### src/rtl/motor_arb.sv
// motor_arb: two-requester arbiter for a single bidirectional motor.
// Grants the motor to one requester at a time (round-robin on contention),
// stops at end-stops, enforces a motor-off dead time after every run and
// latches a fault on run timeout or on both end-stops asserting together.
//
// Ports:
//   clk, rst_n           clock, asynchronous active-low reset
//   req_up[1:0]          per-requester drive-up request
//   req_dn[1:0]          per-requester drive-down request
//   up_limit, dn_limit   upper / lower end-stop reached
//   fault_clr            single-cycle clear of the FAULT state
//   motor_up, motor_dn   registered drive commands (never both high)
//   grant[1:0]           registered one-hot motor owner, 0 when unowned
//   fault                registered fault flag
//   arb_state[2:0]       registered state: IDLE=0 RUN_UP=1 RUN_DN=2 DEAD=3 FAULT=4
module motor_arb #(
    parameter int unsigned DEAD_CYCLES    = 4,
    parameter int unsigned TIMEOUT_CYCLES = 1000
) (
    input  logic       clk,
    input  logic       rst_n,
    input  logic [1:0] req_up,
    input  logic [1:0] req_dn,
    input  logic       up_limit,
    input  logic       dn_limit,
    input  logic       fault_clr,
    output logic       motor_up,
    output logic       motor_dn,
    output logic [1:0] grant,
    output logic       fault,
    output logic [2:0] arb_state
);

    localparam int unsigned RUN_W  = 16;
    localparam int unsigned DEAD_W = 8;

    // Run counter value at which the next increment would reach TIMEOUT_CYCLES-1.
    localparam logic [RUN_W-1:0]  RUN_LAST  = RUN_W'(TIMEOUT_CYCLES - 2);
    // Dead counter value of the final dead-time cycle.
    localparam logic [DEAD_W-1:0] DEAD_LAST = DEAD_W'(DEAD_CYCLES - 1);

    typedef enum logic [2:0] {
        ST_IDLE   = 3'd0,
        ST_RUN_UP = 3'd1,
        ST_RUN_DN = 3'd2,
        ST_DEAD   = 3'd3,
        ST_FAULT  = 3'd4
    } state_t;

    state_t              r_state;
    logic                r_motor_up;
    logic                r_motor_dn;
    logic [1:0]          r_grant;
    logic                r_fault;
    logic [RUN_W-1:0]    r_run_cnt;
    logic [DEAD_W-1:0]   r_dead_cnt;
    logic                r_rr_ptr;      // requester favoured on contention

    state_t              w_state_nxt;
    logic                w_motor_up_nxt;
    logic                w_motor_dn_nxt;
    logic [1:0]          w_grant_nxt;
    logic                w_fault_nxt;
    logic [RUN_W-1:0]    w_run_cnt_nxt;
    logic [DEAD_W-1:0]   w_dead_cnt_nxt;
    logic                w_rr_ptr_nxt;

    logic [1:0]          w_vld_up;
    logic [1:0]          w_vld_dn;
    logic [1:0]          w_vld;
    logic                w_win;
    logic                w_own_idx;
    logic                w_own_up;
    logic                w_own_dn;
    logic                w_both_lim;
    logic                w_timeout;

    // Request qualification: exactly one direction set and not already at that end-stop.
    always_comb begin
        w_vld_up = req_up & ~req_dn & {2{~up_limit}};
        w_vld_dn = req_dn & ~req_up & {2{~dn_limit}};
        w_vld    = w_vld_up | w_vld_dn;
    end

    // Winner: the sole valid requester, or the round-robin favourite when both are valid.
    always_comb begin
        if (w_vld == 2'b11) begin
            w_win = r_rr_ptr;
        end else begin
            w_win = w_vld[1];
        end
    end

    // Owner's current request; end-stops are handled separately in the FSM.
    always_comb begin
        w_own_idx  = r_grant[1];
        w_own_up   = req_up[w_own_idx] & ~req_dn[w_own_idx];
        w_own_dn   = req_dn[w_own_idx] & ~req_up[w_own_idx];
        w_both_lim = up_limit & dn_limit;
        w_timeout  = (r_run_cnt == RUN_LAST);
    end

    // State and registered outputs.
    always_ff @(posedge clk or negedge rst_n) begin
        if (!rst_n) begin
            r_state    <= ST_IDLE;
            r_motor_up <= 1'b0;
            r_motor_dn <= 1'b0;
            r_grant    <= 2'b00;
            r_fault    <= 1'b0;
            r_run_cnt  <= '0;
            r_dead_cnt <= '0;
            r_rr_ptr   <= 1'b0;
        end else begin
            r_state    <= w_state_nxt;
            r_motor_up <= w_motor_up_nxt;
            r_motor_dn <= w_motor_dn_nxt;
            r_grant    <= w_grant_nxt;
            r_fault    <= w_fault_nxt;
            r_run_cnt  <= w_run_cnt_nxt;
            r_dead_cnt <= w_dead_cnt_nxt;
            r_rr_ptr   <= w_rr_ptr_nxt;
        end
    end

    // Next-state and next-output logic.
    always_comb begin
        w_state_nxt    = r_state;
        w_motor_up_nxt = r_motor_up;
        w_motor_dn_nxt = r_motor_dn;
        w_grant_nxt    = r_grant;
        w_run_cnt_nxt  = r_run_cnt;
        w_dead_cnt_nxt = r_dead_cnt;
        w_rr_ptr_nxt   = r_rr_ptr;

        case (r_state)
            ST_IDLE: begin
                w_motor_up_nxt = 1'b0;
                w_motor_dn_nxt = 1'b0;
                w_grant_nxt    = 2'b00;
                if (w_vld != 2'b00) begin
                    w_grant_nxt   = w_win ? 2'b10 : 2'b01;
                    w_run_cnt_nxt = '0;
                    w_rr_ptr_nxt  = ~w_win;
                    if (w_vld_up[w_win]) begin
                        w_state_nxt    = ST_RUN_UP;
                        w_motor_up_nxt = 1'b1;
                    end else begin
                        w_state_nxt    = ST_RUN_DN;
                        w_motor_dn_nxt = 1'b1;
                    end
                end
            end

            // Both limits outrank everything; a normal stop outranks a timeout.
            ST_RUN_UP: begin
                if (w_both_lim) begin
                    w_state_nxt = ST_FAULT;
                end else if (up_limit || !w_own_up) begin
                    w_state_nxt    = ST_DEAD;
                    w_dead_cnt_nxt = '0;
                end else if (w_timeout) begin
                    w_state_nxt = ST_FAULT;
                end else begin
                    w_run_cnt_nxt = r_run_cnt + RUN_W'(1);
                end
            end

            ST_RUN_DN: begin
                if (w_both_lim) begin
                    w_state_nxt = ST_FAULT;
                end else if (dn_limit || !w_own_dn) begin
                    w_state_nxt    = ST_DEAD;
                    w_dead_cnt_nxt = '0;
                end else if (w_timeout) begin
                    w_state_nxt = ST_FAULT;
                end else begin
                    w_run_cnt_nxt = r_run_cnt + RUN_W'(1);
                end
            end

            // Requests are ignored here, not queued.
            ST_DEAD: begin
                if (r_dead_cnt == DEAD_LAST) begin
                    w_state_nxt = ST_IDLE;
                end else begin
                    w_dead_cnt_nxt = r_dead_cnt + DEAD_W'(1);
                end
            end

            ST_FAULT: begin
                if (fault_clr) begin
                    w_state_nxt = ST_IDLE;
                end
            end

            default: begin
                w_state_nxt = ST_FAULT;
            end
        endcase

        // Motor is released on every entry into (and stay in) DEAD or FAULT.
        if (w_state_nxt == ST_DEAD || w_state_nxt == ST_FAULT) begin
            w_motor_up_nxt = 1'b0;
            w_motor_dn_nxt = 1'b0;
            w_grant_nxt    = 2'b00;
        end

        w_fault_nxt = (w_state_nxt == ST_FAULT);
    end

    assign motor_up  = r_motor_up;
    assign motor_dn  = r_motor_dn;
    assign grant     = r_grant;
    assign fault     = r_fault;
    assign arb_state = r_state;

endmodule

### config.mk
export PLATFORM = sky130hd
export DESIGN_NAME = motor_arb
export DESIGN_NICKNAME = d
export VERILOG_FILES = /design/src/rtl/motor_arb.sv
export SDC_FILE = /design/constraint.sdc
export NUM_CORES = 1
export LEC_CHECK = 0
export CAP_MARGIN = 20
export CORE_MARGIN = 4
export CORE_UTILIZATION = 45
export DETAILED_ROUTE_END_ITERATION = 16
export PLACE_DENSITY = 0.64
export SYNTH_ARGS = -nofsm -noshare
export SYNTH_HDL_FRONTEND = slang
export SYNTH_SLANG_ARGS = --single-unit
### constraint.sdc
create_clock -name clk -period 3.1 [get_ports clk]
set_input_delay 0.31 -clock clk [delete_from_list [all_inputs] [get_ports clk]]
set_output_delay 0.31 -clock clk [all_outputs]
set_load 0.03 [all_outputs]
==> flow_summary_export.csv <==
group,metric,value,unit
routing,route.final.wire_length,4870,µm
clocking,cts_tree,"done",
timing,period_needed,2310,ps
worst_setup_path,crit_path_end_kind,"flop",
grt,grt_max_degree,34,
final_layout,layout-drive-gt1-share,9.68,%
logic_synthesis,ys_async_sr_fraction,100,%
grt,grt_pass1_wl,8350,µm
grt,gr-total-overflow,0,
timing,grt_setup_unrepaired,"no",
grt,number_of_antenna_violations_at_the_first_check_in_global_routing,0,
routing,post-route-drc-count,0,
final_layout,inserted_diodes,0,
logic_synthesis,syn-instance-count,230,
timing,max_freq,0.432,GHz
clocking,clkLatencyLatePin,290,ps
logic_synthesis,postSynthNetCount,242,
clocking,clock_sinks,33,
pwr,vdd_drop_max,0.477,mV
routing,routed_wire_length_per_instance,16.2,µm
min_path,hold_class,"in2async",
timing,worstMarginPinSlew,488,ps
logic_synthesis,post_synthesis_average_cell_area,9.02,µm²
worst_setup_path,element_type_at_the_critical_path_start,"input pin",
routing,vias,1821,
timing,max-slew-margin-rel,67.3,%
logic_synthesis,synth-seq-cells,33,
clocking,cts_max_level,2,
place,dpl.hpwl,3440,µm
worst_setup_path,worst_r2r_path_depth,5,
worst_setup_path,critical_path_peak_fanout,10,
logic_synthesis,synth.most_common_cell,"sky130_fd_sc_hd__dfrtp_1",
logic_synthesis,synth_top_cells_by_count,"sky130_fd_sc_hd__dfrtp_1, sky130_fd_sc_hd__nand2_1, sky130_fd_sc_hd__a21oi_1",
floorplan,placementRows,24,
grt,vias_in_the_first_global_route,1750,
routing,drt_first_pass_iters,4,
flow_run,maxcap_violations,0,
floorplan,ios,17,
worst_setup_path,critPathRequiredTime,3250,ps
logic_synthesis,yosysTopAreaCell,"sky130_fd_sc_hd__dfrtp_1",
place,io_buffers,16,
status,run_status,"completed",
timing,maxSlewViolCount,0,
worst_setup_path,register_to_register_setup_slack,920,ps
worst_setup_path,startpoint_to_endpoint_class_of_the_critical_path,"in2reg",
floorplan,core_region_area,4410,µm²
logic_synthesis,ys_top_cells_by_area,"sky130_fd_sc_hd__dfrtp_1, sky130_fd_sc_hd__nand2_1, sky130_fd_sc_hd__a21oi_1, sky130_fd_sc_hd__o31ai_1, sky130_fd_sc_hd__or4_1",
worst_setup_path,crit-reg2reg-capture,"r_dead_cnt[5]",
worst_setup_path,arrival,2470,ps
logic_synthesis,synthDominantCellAreaShare,39.8,%
clocking,cts.repair_timing.setup_buffer_count,0,
clocking,cts.root.buffer_cell,"sky130_fd_sc_hd__clkbuf_8",
floorplan,die_area,5760,µm²
grt,gr-usage-all-layers,19.1,%
routing,drt-vias-per-instance,6.07,
logic_synthesis,synthDistinctLibCells,55,
timing,finalSetupViolations,0,
clocking,cts-root-to-sink-buffers,2,
timing,timing.setup.tns,0,ps
clocking,number_of_buffers_created_by_cts,5,
logic_synthesis,synth_edf_count,0,
timing,timing.final.hold_violations,0,
clocking,cts.clk_slew.worst_paths,70,ps
final_layout,stdcell_area,2380,µm²
logic_synthesis,synth_area,2070,µm²
floorplan,die-height,75.9,µm
routing,ant_nets,0,
floorplan,initial_utilization,47.0,%
logic_synthesis,yosysSeqAreaShare,39.8,%
final_layout,final_nets,259,
floorplan,fp.dieW,75.9,µm
timing,skew,3.79,ps
timing,post-route-period-util,74.6,%
place,place_congestion,0.831,
clocking,post_cts_hold_buffer_count,0,
logic_synthesis,ys_warn_count,0,
place,placed_area,2280,µm²
logic_synthesis,flip_flop_cell_with_the_highest_count_after_synthesis,"sky130_fd_sc_hd__dfrtp_1",
pwr,power.density_cell_area,761,nW/µm²
routing,drt_iter0_markers,130,
clocking,post_cts.resized_instances,0,
pwr,p_leak,0.947,nW
final_layout,area_added_between_synthesis_and_finish,14.7,%
worst_setup_path,critical_path.reg2reg.startpoint,"arb_state[1]",
-- state kept, by name (all words and copies together) (netlist names) --
name / flops
r_run_cnt: 16
r_dead_cnt: 8
arb_state: 3
grant: 2
fault: 1
motor_dn: 1
motor_up: 1
r_rr_ptr: 1
-- layout make-up --
cell class | instances | area, µm²
sequential | 33 | 826
timing repair buffer | 21 | 198
multi-input combinational | 182 | 1170
tap | 52 | 65.1
fill | 386 | 2040
clock inverter | 1 | 5.00
clock buffer | 7 | 96.3
inverter | 4 | 15.0
-- through the flow --
| stage | power [mW] | util [%] | std cells | setup WS [ps] | hold slack (ps) |
|---|---|---|---|---|---|
| floorplan | 1.20 | - | 230 | 1120 | 14.4 |
| global placement | 1.43 | 51.6 | 292 | 508 | 492 |
| detailed placement | 1.44 | 51.6 | 292 | 492 | 492 |
| CTS | 1.82 | 53.9 | 300 | 799 | 436 |
| global route | 1.94 | 53.9 | 300 | 622 | 473 |
| finish | 1.81 | 53.9 | 300 | 787 | 420 |
-- cell families after synthesis --
logic type                 after synthesis  synth area share [%]
DFF                                     33                  39.8
buffers and inverters                   15                  4.04
AOI/OAI and AO/OA                       69                  22.4
and+or+nand+nor                        106                  29.9
adders and majority gates                3                  1.81
muxes                                    4                  1.99
-- layer usage --
metal | share of wire [%] | global-route usage (%) | wire length [µm] | vias to the layer above
li1 | - | - | - | 916
met1 | 50 | 27.4 | 2440 | 858
met2 | 43 | 26.9 | 2090 | 38
met3 | 4.6 | 5.15 | 223 | 9
met4 | 2.2 | 8.35 | 107 | 0
met5 | 0 | 0 | 0 | -
-- report_power, final --
| group | switching [mW] | total (mW) | internal (mW) |
|---|---|---|---|
| Combinational | 0.489 | 0.783 | 0.295 |
| Clock | 0.169 | 0.370 | 0.201 |
| Sequential | 0.133 | 0.656 | 0.523 |
| Total | 0.790 | 1.81 | 1.02 |
-- worst max path at each step --
stage / from / endpoint / slack [ps]
after floorplan: grant[1] / r_run_cnt[1] / 1120
after global placement: up_limit / r_dead_cnt[6] / 510
after detailed placement: dn_limit / r_run_cnt[1] / 490
after CTS: dn_limit / r_run_cnt[1] / 800
after global routing: up_limit / r_dead_cnt[5] / 620
final: up_limit / r_dead_cnt[5] / 790
-- layout by cell type (no fill, tap or decap), drive strengths merged, types with 2 or more instances in the layout --
cell type / Yosys / layout
ha: 3 / 3
and3: 6 / 6
o21ai: 10 / 10
a31oi: 5 / 5
a211oi: 5 / 5
a41oi: 2 / 2
or3: 5 / 5
mux2i: 3 / 3
dfrtp: 33 / 33
nor3: 5 / 5
nand3: 12 / 12
o2111ai: 2 / 2
nor2: 9 / 9
buf: 10 / 5
nor3b: 2 / 2
o31ai: 12 / 12
nand4: 5 / 5
clkbuf: 1 / 7
nor4: 3 / 3
clkdlybuf4s50: 0 / 16
o21bai: 2 / 2
nand2b: 11 / 11
inv: 4 / 4
or4: 10 / 10
o21a: 2 / 2
nand2: 29 / 29
nor4b: 3 / 3
a21oi: 18 / 18
o22ai: 2 / 2
-- worst max-delay path, stage by stage --
cell and delay (ps):
sky130_fd_sc_hd__clkdlybuf4s50_1 650, sky130_fd_sc_hd__and4bb_1 290, sky130_fd_sc_hd__nor3_1 380, sky130_fd_sc_hd__o211a_1 300, sky130_fd_sc_hd__nand2b_1 400, sky130_fd_sc_hd__a31oi_1 140
Note: power is estimated with default switching activity, not from simulation.
